$ cat src/rtl/voice_allocator.sv
// voice_allocator
//   Assigns pressed keys from the touch-key decoder to a fixed pool of synthesis
//   voices. Pending presses are serviced one key per cycle by a scan pointer.
//   The lowest free voice is used first. When no voice is free, voices are
//   stolen in round-robin order.
//
// Ports
//   clk_in            system clock, rising edge
//   rst_in            asynchronous reset, active low
//   gate_in           per-key level, 1 = key held
//   trigger_in        per-key one-cycle press pulses
//   voice_active_out  per-voice sounding flag
//   voice_key_out     per-voice key index, voice v in [v*KEY_W +: KEY_W]
//   voice_trig_out    per-voice one-cycle (re)assign / retrigger pulse
//   steal_out         one-cycle pulse when an active voice was taken over
//   busy_out          1 while the scan is running
module voice_allocator #(
    parameter int NUM_KEYS   = 24,
    parameter int NUM_VOICES = 4,
    parameter int KEY_W      = 5
) (
    input  logic                          clk_in,
    input  logic                          rst_in,
    input  logic [NUM_KEYS-1:0]           gate_in,
    input  logic [NUM_KEYS-1:0]           trigger_in,
    output logic [NUM_VOICES-1:0]         voice_active_out,
    output logic [NUM_VOICES*KEY_W-1:0]   voice_key_out,
    output logic [NUM_VOICES-1:0]         voice_trig_out,
    output logic                          steal_out,
    output logic                          busy_out
);

    localparam int VP_W = (NUM_VOICES > 1) ? $clog2(NUM_VOICES) : 1;
    localparam logic [KEY_W-1:0] LAST_KEY  = KEY_W'(NUM_KEYS - 1);
    localparam logic [VP_W-1:0]  LAST_VOICE = VP_W'(NUM_VOICES - 1);

    typedef enum logic {IDLE = 1'b0, SCAN = 1'b1} state_t;

    state_t                      state, state_nx;
    logic [KEY_W-1:0]            ptr, ptr_nx;
    logic [VP_W-1:0]             steal_ptr, steal_ptr_nx;
    logic [NUM_KEYS-1:0]         pending, pending_nx, serviced_mask;
    logic [NUM_VOICES-1:0]       active_nx, trig_nx;
    logic [NUM_VOICES*KEY_W-1:0] key_nx;
    logic                        steal_nx;
    logic                        hold_found, free_found;
    int                          hold_idx, free_idx;

    always_comb begin
        // NOTE: every signal written here gets a default first, so no branch can leave one unassigned and infer a latch.
        state_nx      = state;
        ptr_nx        = ptr;
        steal_ptr_nx  = steal_ptr;
        serviced_mask = '0;
        active_nx     = voice_active_out;
        key_nx        = voice_key_out;
        trig_nx       = '0;
        steal_nx      = 1'b0;
        hold_found    = 1'b0;
        hold_idx      = 0;
        free_found    = 1'b0;
        free_idx      = 0;

        if (state == SCAN) begin
            // Release first, so a voice freed here is available to the same key's press.
            for (int v = 0; v < NUM_VOICES; v++) begin
                if (voice_active_out[v] && voice_key_out[v*KEY_W +: KEY_W] == ptr && !gate_in[ptr])
                    active_nx[v] = 1'b0;
            end
            for (int v = 0; v < NUM_VOICES; v++) begin
                if (active_nx[v] && voice_key_out[v*KEY_W +: KEY_W] == ptr) begin
                    hold_found = 1'b1;
                    hold_idx   = v;
                end
            end
            // Descending walk leaves the lowest-index free voice selected.
            for (int v = NUM_VOICES - 1; v >= 0; v--) begin
                if (!active_nx[v]) begin
                    free_found = 1'b1;
                    free_idx   = v;
                end
            end

            if (pending[ptr]) begin
                serviced_mask[ptr] = 1'b1;
                // A press whose gate already dropped is a tap and is discarded.
                if (gate_in[ptr]) begin
                    for (int v = 0; v < NUM_VOICES; v++) begin
                        if (hold_found) begin
                            if (v == hold_idx) trig_nx[v] = 1'b1;
                        end else if (free_found) begin
                            if (v == free_idx) begin
                                active_nx[v]                = 1'b1;
                                key_nx[v*KEY_W +: KEY_W]    = ptr;
                                trig_nx[v]                  = 1'b1;
                            end
                        end else if (v == int'(steal_ptr)) begin
                            key_nx[v*KEY_W +: KEY_W] = ptr;
                            trig_nx[v]               = 1'b1;
                        end
                    end
                    if (!hold_found && !free_found) begin
                        steal_nx     = 1'b1;
                        steal_ptr_nx = (steal_ptr == LAST_VOICE) ? '0 : steal_ptr + 1'b1;
                    end
                end
            end
        end

        // A fresh trigger on the key being serviced re-arms it.
        pending_nx = (pending & ~serviced_mask) | trigger_in;

        case (state)
            IDLE: begin
                if ((pending | trigger_in) != '0) state_nx = SCAN;
            end
            SCAN: begin
                if (ptr == LAST_KEY) begin
                    ptr_nx = '0;
                    // Staying in SCAN while any voice sounds guarantees its release is seen.
                    if (pending_nx == '0 && active_nx == '0) state_nx = IDLE;
                end else begin
                    ptr_nx = ptr + 1'b1;
                end
            end
        endcase
    end

    // NOTE: all state uses non-blocking assignments so each flop samples the pre-edge values from the block above.
    always_ff @(posedge clk_in or negedge rst_in) begin
        if (!rst_in) begin
            state            <= IDLE;
            ptr              <= '0;
            steal_ptr        <= '0;
            pending          <= '0;
            voice_active_out <= '0;
            voice_key_out    <= '0;
            voice_trig_out   <= '0;
            steal_out        <= 1'b0;
        end else begin
            state            <= state_nx;
            ptr              <= ptr_nx;
            steal_ptr        <= steal_ptr_nx;
            pending          <= pending_nx;
            voice_active_out <= active_nx;
            voice_key_out    <= key_nx;
            voice_trig_out   <= trig_nx;
            steal_out        <= steal_nx;
        end
    end

    // The state flop itself is the busy flag.
    assign busy_out = (state == SCAN);

endmodule
$ cat config.mk
export PLATFORM = sky130hd
export DESIGN_NAME = voice_allocator
export DESIGN_NICKNAME = d
export VERILOG_FILES = /design/src/rtl/voice_allocator.sv
export SDC_FILE = /design/constraint.sdc
export NUM_CORES = 1
export LEC_CHECK = 0
export ABC_AREA = 1
export BUFFER_PORTS_ARGS = -buffer_cell sky130_fd_sc_hd__buf_2
export CAP_MARGIN = 40
export CORE_MARGIN = 1
export CORE_UTILIZATION = 40
export CTS_CLUSTER_SIZE = 16
export DETAILED_ROUTE_END_ITERATION = 10
export PLACE_DENSITY = 0.74
export SLEW_MARGIN = 20
export SYNTH_ARGS = -nofsm -noshare
export SYNTH_HDL_FRONTEND = slang
export SYNTH_SLANG_ARGS = --single-unit
$ cat constraint.sdc
create_clock -name clk_in -period 2.2 [get_ports clk_in]
set_input_delay 0 -clock clk_in [delete_from_list [all_inputs] [get_ports clk_in]]
set_output_delay 0 -clock clk_in [all_outputs]
set_load 0.05 [all_outputs]
# After elaboration in Yosys (flattened, before gate mapping)
# Cells that the tools add are included.
# totals
n_memories,0
in_bits,50
output_inout_bits,30
mem_bits_rw,0
latch_bits,0
mem_bits_ro,0
register_bits,61
word_cells,168
# op_classes
n_reduce_logical,33
div,0
n_mux,95
bitwise,6
shift,0
add_sub_neg,2
eq_ne,19
magnitude_cmp,2
multipliers,0
# op_table
operator,count
2-to-1 mux 32 bit,7
"equality test 3 x 32 -> 1 bit, first input constant",4
2-to-1 mux 5 bit,13
"equality test 2 x 32 -> 1 bit, first input constant",2
logical NOT 32 bit,2
2-to-1 mux 1 bit,61
2-to-1 mux 24 bit,2
bitwise OR 24 bit,2
bitwise AND 24 bit,1
logical NOT 24 bit,1
2-to-1 mux 4 bit,6
NOT 24 bit,1
AND reduction 6 bit,4
nonzero test 24 bit,1
equality test 5 bit,4
logical AND 1 bit,15
binary-select mux 1 bit (select 5 bit),2
"inequality test 2 x 1 -> 1 bit, second input constant",4
nonzero test 2 bit,4
"less-than comparator 5 x 6 -> 1 bit, second input constant",1
"adder 5 x 1 -> 5 bit, second input constant",1
demux 1 bit (select 5 bit),1
"equality test 5 bit, second input constant",1
"greater-or-equal comparator 5 x 1 -> 1 bit, second input constant",1
other kinds (11),16

# Depth between registers and ports, before layout
# Gate-level depths: netlist of the first run.
# depth
word_depth,23
mapped_depth,21
ltp_nobuf,20

# Least setup slack after synthesis of the first run
# Ideal clock, no wire load.
# synth_timing
path_type,flip-flop to flip-flop
from,register ptr[0]
to,register state (netlist: busy_out)
setup_time_ns,0.113
synth_period_minus_slack_ns,2.116
n_path_buf,2
arrival_ns,2.004
t_required_ns,2.087
path_stages_with_launch,16
slack_ns,0.084
path_cell_list,dfrtp_1 -> inv_2 -> buf_6 -> buf_2 -> or2_0 -> nand4_1 -> nor3_1 -> nand3_1 -> nand2_2 -> inv_2 -> nand2_1 -> a21oi_1 -> a21boi_0 -> nand4_1 -> nand2_1 -> inv_1
# synth_via
elab_chain_len,23
word_cells_on_any_way,80
cone_classes,2 x order compare; 8 x eq/ne; 49 x mux; 3 x bitwise; 18 x reduce/logical
# synth_lines
item,line,source
"start, declared",40,"logic [KEY_W-1:0] ptr, ptr_nx;"
"start signal, assigned",142,ptr <= ptr_nx;
binary-select mux 1 bit (select 5 bit),"67, 87",
2-to-1 mux 1 bit (not written as such),"67, 87",
logical NOT 1 bit,67,if (voice_active_out[v] && voice_key_out[v*KEY_W +: KEY_W] == ptr && !gate_in[ptr])
logical AND 1 bit,67,
2-to-1 mux 1 bit,67,
2-to-1 mux 1 bit,64,if (state == SCAN) begin
2-to-1 mux 2 bit,78,if (!active_nx[v]) begin
2-to-1 mux 32 bit (3 in series),78,
[... 6 more ...],n/a,
2-to-1 mux 4 bit,84,if (pending[ptr]) begin
2-to-1 mux 4 bit,64,
logical NOT 4 bit,121,if (pending_nx == '0 && active_nx == '0) state_nx = IDLE;
logical AND 1 bit,121,
2-to-1 mux 1 bit,121,
2-to-1 mux 1 bit (*),118,if (ptr == LAST_KEY) begin
one-hot mux 1 bit (2 select lines) (*),113,case (state)
named net state_nx,39,"state_t state, state_nx;"
"end signal, assigned",141,state <= state_nx;
"end, declared",39,
# The timed path passes the listed nets; every way through them passes the cells marked *. The select of a mux whose other input is x is not followed.
# A chain may end at the register's enable or synchronous reset.

# Worst setup path after layout of the first run
# layout_timing
from,register ptr[0]
to,register voice_key_out[19]
# layout_via
elab_chain_len,14
word_cells_on_any_way,50
cone_classes,6 x eq/ne; 28 x mux; 1 x bitwise; 15 x reduce/logical
# layout_lines
item,line,source
binary-select mux 1 bit (select 5 bit),"67, 87",
2-to-1 mux 1 bit (not written as such),"67, 87",
logical NOT 1 bit,67,
logical AND 1 bit,67,
2-to-1 mux 1 bit,67,
2-to-1 mux 1 bit,64,
2-to-1 mux 2 bit / logical AND 1 bit (equally long branches),"78, 71",
2-to-1 mux 32 bit / 2-to-1 mux 1 bit (equally long branches) (3 in series),"78, 71",
2-to-1 mux 32 bit / 2-to-1 mux 1 bit (equally long branches),"64, 71",
equality test 3 x 32 -> 1 bit / 2-to-1 mux 1 bit (equally long branches),"92, 64",
inequality test 2 x 1 -> 1 bit (no source line) / NOT 1 bit (equally long branches),n/a,
AND reduction 6 bit (no source line),n/a,
"end signal, assigned",146,voice_key_out <= key_nx;
"end, declared",27,"output logic [NUM_VOICES*KEY_W-1:0] voice_key_out,"
# Several ways; a longest one is shown, not always the timed one. The select of a mux whose other input is x is not followed.

==> metrics.txt, run 1 <==
nets between 800 and 900; syn_area_per_cell 6.755 µm²; CP cell instances inv_4 > buf_12 > buf_16 > or2_2 > o21ai_0 > nor3_1 > buf_4 > nand3_2 > nand3_2 > nor3_4 > o211ai_1 > buf_4 > nand2_1 > o21ai_1; routability cong. 0.9209; LEAKAGE 2.986 nW; Initial DRT Pass Iterations 5; Min Hold Slack just over 60 ps; Post-Layout Inst Area between 5000 and 6000 µm²; DR DRC count 0; VDD IR-drop max 686.3 µV; sequential cell area fraction in the yosys report 0.3850; Cell Count, Final, Fillers Out just under 900; Place WS -248.4 ps; max incr delay on CP 410 ps; CP max stage cell dfrtp_2; Starting Density 0.4211; vias in the first global route 4179; status complete, but fails checks; mapped cell area 3965 µm²; largest net degree at the start of global routing 35; failing checks negative setup slack; Root Buffer clkbuf_8; synthesis-to-layout area growth 43.29%; Critical Path End Type flip-flop; most frequent cells in the layout nand2_1 (192), inv_1 (84), buf_2 (79); total gr overflow 0; YS warnings 0; cell row count 35; DRT antenna net count 0; initial antenna violation count 0; Crit Path Max Fanout 11; Final setup viols 29; placed cell count 835; area leader, netlist dfrtp_1; die width 101.6 µm; clk_lat worst skew approximately 340 ps; cts bufs inserted 9; Crit. Startpoint ptr[0]; fraction of layout cells with a size suffix above 1 0.2964; critical path required time 2430 ps; Hold Crit Class primary input to flip-flop; final worst slack -223.8 ps; largest family of logic cells by synthesized area simple AND/OR/NAND/NOR gates; Post-Synth Adder-Cell Area 0.02524; Crit path max-delay family simple AND/OR/NAND/NOR gates; register bit count reported by yosys 61; Hold Violations, Final 0; pwr dens 985.9 nW/µm²; Placed Area 4878 µm²; ANT cells 0; DP HPWL ~8600 µm; Iter 0 DRT Violations between 300 and 400; CTS tree yes; first-pass GRT wire length 19190 µm; worst-margin pin slew 665.5 ps; Yosys cell types 34; min Tclk post-route 2424 ps; period utilisation layout 1.102; crit path DAT around 2700 ps; CP startpoint kind flip-flop; Worst slew margin 0.5563; vias 4331; wire per inst 13.33 µm; critical hold path startpoint trigger_in[15]; final core occ 0.6035; Clock Sinks 61; main area contributors after synthesis dfrtp_1 (38%), nand2_1 (19%), inv_1 (8.2%); post-synthesis simple-gate area fraction 0.3689; Die H 101.6 µm; Total Die Area 10310 µm²; fmax roughly 410 MHz; PortBufs 79; Core ar. around 9400 µm²; DR vias/cell 4.877; top-area cell type share of the netlist area 0.3850; mux contribution to synthesized area 0; RR Startpoint ptr[0]; Final Max Tran Viols 0; clock skew 6.658 ps; WL final ~12000 µm; RSZ-0062 raised after global routing yes; CP Buf/Inv Count 5; net count after synthesis 645; crit path kind flip-flop to flip-flop; clk slew on worst S/H paths 70 ps; # IOs 80; H-tree depth 3; most common cell after layout, fill and taps aside nand2_1; xor and xnor fraction of the mapped netlist area 0.01988; Synth Area in Compound Gates 0.07952; Post-Synthesis Cells approximately 600; gr usage total 0.2404; clock buffer depth 2; max_cap viols 0
[kinds of logic after synthesis]
family / count (synthesis)
flops: 61
xor+xnor: 9
simple gates: 337
compound gates: 59
buf+inv: 113
fa+ha+maj: 8
[area by class of cell]
class / instances / area [µm²]
Sequential cell: 61 / 1529
Inverter: 96 / 372.9
Clock buffer: 10 / 137.6
Tap cell: 129 / 161.4
Timing Repair Buffer: 171 / 1231
Clock inverter: 6 / 110.1
Multi-Input combinational cell: 415 / 2140
Fill cell: 814 / 3734
[cell usage after synthesis, drive strengths merged]
cell type  instances
a21boi             1
a21oi             11
buf               14
clkbuf             3
dfrtp             61
ha                 8
inv               96
nand2            205
nand3             35
nand4              9
nor2              68
nor3               5
nor4              13
o211ai             1
o21a               1
o21ai             42
o21bai             1
o22ai              2
or2                2
xnor2              7
xor2               2
[where the power goes]
group	total (mW)	switching, mW	internal, mW
Combinational	2.75	1.84	0.915
Clock	1.25	0.469	0.781
Sequential	1.60	0.231	1.37
[state kept, by name (all words and copies together) (netlist names)]
| name | count |
|---|---|
| pending | 24 |
| voice_key_out | 20 |
| ptr | 5 |
| voice_active_out | 4 |
| voice_trig_out | 4 |
| steal_ptr | 2 |
| busy_out | 1 |
| steal_out | 1 |
[worst min-delay path: cells and delay by family]
| kind | cells | cell delay [ps] |
|---|---|---|
| buf+inv | 2 | 210 |
| compound gates | 1 | 160 |
[stage by stage]
stage	power, mW	TNS (ps)
4_1_cts	5.320	-1847
5_1_grt	5.916	-9215
3_3_place_gp	3.848	-3896
3_5_place_dp	3.888	-4418
2_1_floorplan	3.207	0
6_report	5.602	-4735
[timing repair]
item / CTS / global route
endpoints found under the hold margin: 50 / 0
setup endpoints to repair: 31 / 32
buffers inserted: 6 / 6
gates cloned: 2 / 1
resized for setup: 31 / 36
hold buffers: 24 / 0
pin swaps: 4 / 9
[worst paths after layout]
path	endpoint	slack (ps)	cells after the start
max	voice_key_out[19]	-220	14
min	pending[15]	60	3
max reg2reg	voice_key_out[19]	-220	14
min reg2reg	pending[22]	530	2
max in group asynchronous	ptr[2]	1350	3
min in group asynchronous	pending[13]	220	2
[per-layer routing]
metal / track usage / share of wire / vias to the layer above
met5: 0 / 0 / -
met4: 0.07804 / 0.019 / 0
met3: 0.05107 / 0.074 / 27
met2: 0.4044 / 0.48 / 176
met1: 0.3078 / 0.43 / 1967
li1: - / - / 2161
No activity file was read; power rests on OpenSTA's default activity.
==> run 2, diff against run 1 <==
--- a/config.mk
+++ b/config.mk
@@ -12,7 +12,7 @@
 export CORE_UTILIZATION = 40
 export CTS_CLUSTER_SIZE = 16
 export DETAILED_ROUTE_END_ITERATION = 10
-export PLACE_DENSITY = 0.74
+export PLACE_DENSITY = 0.71
 export SLEW_MARGIN = 20
 export SYNTH_ARGS = -nofsm -noshare
 export SYNTH_HDL_FRONTEND = slang
==> constraint.sdc (replaced) <==
create_clock -name clk_in -period 2.45 [get_ports clk_in]
set_input_delay 0 -clock clk_in [delete_from_list [all_inputs] [get_ports clk_in]]
set_output_delay 0 -clock clk_in [all_outputs]
set_load 0.05 [all_outputs]
==> run 2 against run 1 <==
The run still ends with negative setup slack left. Non-clock buffer count down 25. Worst hold slack better by 120 ps. Sequential power shrank 10%. Combinational power decreased by 13%. Routed wire length is 3.2% higher. Flip-flop and latch count is the same. Largest cell class unchanged. Critical endpoint is now voice_trig_out[3]. Core utilization is 1.7 points lower. Sequential share of layout area rose by 0.82 points. Via count grew 0.90%.
==> metrics.txt, run 2 (synthesis gave the netlist of run 1 again) <==
Crit Path Max Fanout 6 (was 11); Final setup viols 8 (was 29); crit path kind flip-flop to flip-flop (unchanged); Post-Layout Inst Area 5519 µm² (was 5682 µm²); total gr overflow 0 (unchanged); vias 4370 (was 4331); largest net degree at the start of global routing 27 (was 35); die width 101.6 µm (unchanged); vias in the first global route 4002 (was 4179); nets 786 (was 812); WL final 12210 µm (was 11830 µm); H-tree depth 3 (unchanged); ANT cells 0 (unchanged); # IOs 80 (unchanged); Largest register FFs 24 (unchanged); Place WS 20.73 ps (was -248.4 ps); DRT antenna net count 0 (unchanged); DR vias/cell 5.075 (was 4.877); Largest regs pending: 24 flops, voice_key_out: 20 flops, ptr: 5 flops (unchanged); Setup TNS -385.4 ps (was -4735 ps); Biggest register pending (unchanged); Starting Density 0.4211 (unchanged); PortBufs 79 (unchanged); critical path required time 2690 ps (was 2430 ps); Placed Area 4611 µm² (was 4878 µm²); cell row count 35 (unchanged); crit path DAT 2750 ps (was 2660 ps); min Tclk post-route 2511 ps (was 2424 ps); final worst slack -61.21 ps (was -223.8 ps); clk_lat worst skew 350 ps (was 340 ps); Total Die Area 10310 µm² (unchanged); Worst slew margin 0.6011 (was 0.5563); status complete, but fails checks (unchanged); max_cap viols 0 (unchanged); cts bufs inserted 9 (unchanged); fraction of layout cells with a size suffix above 1 0.3033 (was 0.2964); clock skew 15.14 ps (was 6.658 ps); DR DRC count 0 (unchanged); Clock Sinks 61 (unchanged); initial antenna violation count 0 (unchanged); first-pass GRT wire length 18370 µm (was 19190 µm); failing checks negative setup slack (unchanged); most frequent cells in the layout nand2_1 (176), inv_1 (83), buf_2 (81) (was nand2_1 (192), inv_1 (84), buf_2 (79)); routability cong. 0.8755 (was 0.9209); Core ar. 9415 µm² (unchanged); R2R setup slack -60 ps (was -220 ps); Die H 101.6 µm (unchanged); fmax 398.2 MHz (was 412.6 MHz); VDD IR-drop max 477.6 µV (was 686.3 µV); clk slew on worst S/H paths 80 ps (was 70 ps); clock buffer depth 2 (unchanged); RSZ-0062 raised after global routing yes (unchanged); worst-margin pin slew 598.3 ps (was 665.5 ps); Hold Crit Class primary input to async pin (was primary input to flip-flop); period utilisation layout 1.025 (was 1.102); wire per inst 14.18 µm (was 13.33 µm); synthesis-to-layout area growth 39.19% (was 43.29%); most common cell after layout, fill and taps aside nand2_1 (unchanged); Iter 0 DRT Violations 282 (was 304); LEAKAGE 2.829 nW (was 2.986 nW); gr usage total 0.2281 (was 0.2404); Hold Violations, Final 0 (unchanged); Initial DRT Pass Iterations 5 (unchanged); Final Max Tran Viols 0 (unchanged); Root Buffer clkbuf_8 (unchanged); Critical Path End Type flip-flop (unchanged); pwr dens 836.2 nW/µm² (was 985.9 nW/µm²); CTS tree yes (unchanged); DP HPWL 8172 µm (was 8600 µm); CP startpoint kind flip-flop (unchanged)
==> run 2: layout make-up <==
cell class	count	area [µm²]
Clock inverter	4	25.02
Tap cell	129	161.4
Clock buffer	11	141.4
Sequential cell	61	1530
Timing Repair Buffer	146	1042
Inverter	96	377.9
Multi-Input combinational cell	414	2241
Fill cell	812	3896
==> run 2: where the power goes <==
group	leakage, nW	total (mW)	internal, mW	switching (mW)
Sequential	0.660	1.44	1.23	0.212
Clock	0.0812	0.795	0.385	0.409
Combinational	2.09	2.38	0.738	1.64
==> run 2: path summary, 6_finish.rpt <==
| kind | start | endpoint | cells after the start |
|---|---|---|---|
| max | ptr[0] | voice_trig_out[3] | 16 |
| min | rst_in | pending[21] | 2 |
| max reg2reg | ptr[0] | voice_trig_out[3] | 16 |
| min reg2reg | pending[12] | pending[12] | 2 |
| max in group asynchronous | rst_in | busy_out | 3 |
| min in group clk_in | trigger_in[7] | pending[7] | 4 |
==> run 2: per-layer routing <==
metal / wire length [µm] / global-route usage / vias to the layer above
li1: - / - / 2113
met1: 5209 / 0.2991 / 2007
met3: 884 / 0.04624 / 33
met5: 0 / 0 / -
met2: 5786 / 0.3685 / 217
met4: 330 / 0.09142 / 0
==> run 2: what timing repair did <==
action | 4_1_cts | 5_1_grt
setup buffers | 0 | 15
setup endpoints to repair | 2 | 26
endpoints found under the hold margin | 48 | 0
hold buffers | 25 | 0
pin swaps | 0 | 28
gates cloned | 0 | 5
gates resized for setup | 2 | 93
==> run 2: through the flow <==
| stage | std cells | power (mW) | util | hold slack, ps |
|---|---|---|---|---|
| after floorplan | 587 | 2.880 | - | -295.6 |
| after global placement | 801 | 3.342 | 0.4897 | 27.36 |
| after detailed placement | 801 | 3.378 | 0.4897 | 48.74 |
| after CTS | 841 | 4.203 | 0.5349 | 214.9 |
| after global routing | 861 | 4.877 | 0.5862 | 269.8 |
| final | 861 | 4.615 | 0.5862 | 183.4 |
==> run 2: worst max-delay path, cell delays in order, from the launching register on <==
cell and delay (ps):
dfrtp_2 460, clkinv_4 120, clkbuf_16 170, nand2_2 50
nand3_1 60, o21ai_1 110, nand2_1 90, nand2_1 70
inv_1 60, nand2_4 100, nand2_4 70, nor2_4 150
inv_2 70, nor3_4 240, o211ai_1 230, buf_4 220
o21ai_0 120
==> run 3, diff against run 2 <==
--- a/config.mk
+++ b/config.mk
@@ -8,7 +8,7 @@
 export ABC_AREA = 1
 export BUFFER_PORTS_ARGS = -buffer_cell sky130_fd_sc_hd__buf_2
 export CAP_MARGIN = 40
-export CORE_MARGIN = 1
+export CORE_MARGIN = 1.5
 export CORE_UTILIZATION = 40
 export CTS_CLUSTER_SIZE = 16
 export DETAILED_ROUTE_END_ITERATION = 10
==> run 3 against run 2 <==
The run now ends clean. Combinational power shrank 2%. Sequential share of layout area grew 0.37 points. Critical path depth is the same. Sequential power is essentially flat. Via count shrank 2.9%. Power grew 7.1%. Largest cell class unchanged. Highest routed layer unchanged.
==> metrics.txt, run 3 (synthesis gave the netlist of run 1 again) <==
status finished clean (was complete, but fails checks); clock buffer depth 2 (unchanged); RSZ-0062 raised after global routing yes (unchanged); Clock Sinks 61 (unchanged); Hold Crit Class primary input to async pin (unchanged); most common cell after layout, fill and taps aside nand2_1 (unchanged); DR vias/cell 4.936 (was 5.075); critical path required time 2680 ps (was 2690 ps); clk slew on worst S/H paths 70 ps (was 80 ps); nets 780 (was 786); Largest regs pending: 24 flops, voice_key_out: 20 flops, ptr: 5 flops (unchanged); DP HPWL 8302 µm (was 8172 µm); gr usage total 0.2197 (was 0.2281); RR Startpoint ptr[0] (unchanged); fill count 892 (was 812); wire per inst 13.82 µm (was 14.18 µm); Initial DRT Pass Iterations 5 (unchanged); Total Die Area 10520 µm² (was 10310 µm²); cts bufs inserted 9 (unchanged); clock skew 4.851 ps (was 15.14 ps); first-pass GRT wire length 17860 µm (was 18370 µm); cell internal pwr 2.707 mW (was 2.353 mW); Root Buffer clkbuf_8 (unchanged); fraction of layout cells with a size suffix above 1 0.2600 (was 0.3033); path depth of the worst reg2reg path 16 (unchanged); Setup TNS 0 ps (was -385.4 ps); final core occ 0.5628 (was 0.5862); worst-margin pin slew 598.4 ps (was 598.3 ps); vias in the first global route 3850 (was 4002); pwr dens 906.7 nW/µm² (was 836.2 nW/µm²); Final setup viols 0 (was 8); cell row count 36 (was 35); most frequent cells in the layout nand2_1 (195), inv_1 (83), buf_2 (79) (was nand2_1 (176), inv_1 (83), buf_2 (81)); Net Sw Frac 0.4521 (was 0.4902); DR DRC count 0 (unchanged); WL final 11890 µm (was 12210 µm); routability cong. 0.9289 (was 0.8755); clk_lat worst skew 350 ps (about the same); CP startpoint kind flip-flop (unchanged); M1 wire length 5178 µm (was 5209 µm); DR top layer met4 (unchanged); Biggest register pending (unchanged); Gate power share 0.471 (was 0.515); # IOs 80 (unchanged); total gr overflow 0 (unchanged); Clock Power Share 0.237 (was 0.172); max_cap viols 0 (unchanged); crit path kind flip-flop to flip-flop (unchanged); Hold Violations, Final 0 (unchanged); largest net degree at the start of global routing 36 (was 27); crit path DAT 2680 ps (was 2750 ps); Core ar. 9684 µm² (was 9415 µm²); initial antenna violation count 0 (unchanged); LEAKAGE 2.836 nW (was 2.829 nW); Crit. Startpoint ptr[0] (unchanged); Starting Density 0.4094 (was 0.4211); DR WL met2 5705 µm (was 5786 µm); H-tree depth 3 (unchanged); Sequential Power Share 0.292 (was 0.312); ANT cells 0 (unchanged); Iter 0 DRT Violations 239 (was 282); VDD IR-drop max 577.5 µV (was 477.6 µV); Largest register FFs 24 (unchanged); fmax 409.5 MHz (was 398.2 MHz); period utilisation layout 0.9969 (was 1.025); PortBufs 79 (unchanged); Worst slew margin 0.6011 (about the same); DRT antenna net count 0 (unchanged); Die H 102.6 µm (was 101.6 µm); Crit Path Max Fanout 16 (was 6); vias 4245 (was 4370); Final Max Tran Viols 0 (unchanged); Critical Path End Type flip-flop (unchanged); Net Switching 2.234 mW (was 2.262 mW); min Tclk post-route 2442 ps (was 2511 ps); CTS tree yes (unchanged); die width 102.6 µm (was 101.6 µm); met3 WL post-DR 687 µm (was 884 µm); synthesis-to-layout area growth 37.46% (was 39.19%)
[run 3: cell count changes in the layout (fill, tap and decap cells not counted), sizes merged]
cell,delta
buf,-6
clkinv,-3
clkbuf,+2
inv,+1
clkinvlp,-2
bufinv,+3
[run 3: metal layers]
layer	up-vias	GRT usage
met5	-	0
met4	0	0.08957
met3	27	0.04678
met2	157	0.3500
met1	1960	0.2921
li1	2101	-
[run 3: final timing paths]
| kind | to | slack [ps] |
|---|---|---|
| min | voice_key_out[11] | 190 |
| max | voice_key_out[18] | 8 |
| max in group asynchronous | ptr[0] | 1330 |
| max reg2reg | voice_key_out[18] | 8 |
| min reg2reg | pending[14] | 520 |
| min in group clk_in | voice_active_out[1] | 390 |
[run 3: layout make-up]
| type | instances | area (µm²) | area share |
|---|---|---|---|
| multi-input cells | 414 | 2141 | 0.3928 |
| flip-flops and latches | 61 | 1531 | 0.2810 |
| repair buffers | 140 | 982.2 | 0.1802 |
| inverters | 96 | 370.4 | 0.06795 |
| clock buffers | 13 | 168.9 | 0.03099 |
| well taps | 133 | 166.4 | 0.03053 |
| clock inverters | 3 | 90.09 | 0.01653 |
[run 3: critical path, stage by stage (launching register included)]
cell and delay, ps:
dfrtp_2 460, buf_6 170, nor2_1 160, nor2_2 50, o21ai_1 60, nand2_1 90
nand2_1 60, nand2_1 50, inv_2 90, nand2_4 90, nand3_2 130, nand3_4 100
nor3_4 300, o211ai_1 170, buf_4 210, nand2_1 60, o21ai_1 70
[run 3: power groups by stage]
stage                     logic [mW]  registers, mW  clock network [mW]
after floorplan                0.792           2.09                   0
after global placement          1.91           1.44                   0
after detailed placement        1.94           1.45                   0
after CTS                       1.99           1.43                1.19
after global routing            2.51           1.46                1.22
final                           2.33           1.44                1.17
[run 3: repair_timing]
action	4_1_cts	5_1_grt
pin swaps	0	12
hold buffers	25	0
endpoints found under the hold margin	50	0
setup endpoints to repair	7	28
resized for setup	3	58
buffers inserted	0	12
gates cloned	0	3
[run 3: through the flow]
| stage | std cells | total power [mW] | area, µm² | worst slack (ps) | hold slack, ps |
|---|---|---|---|---|---|
| 4_1_cts | 845 | 4.604 | 5116 | 2.502 | 196.8 |
| 3_5_place_dp | 804 | 3.391 | 4596 | 13.61 | 38.11 |
| 6_report | 860 | 4.942 | 5450 | 7.717 | 186.8 |
| 5_1_grt | 860 | 5.200 | 5450 | -141.5 | 251.2 |
| 2_1_floorplan | 587 | 2.880 | 3965 | 333.6 | -295.6 |
| 3_3_place_gp | 804 | 3.348 | 4596 | 30.93 | 23.01 |
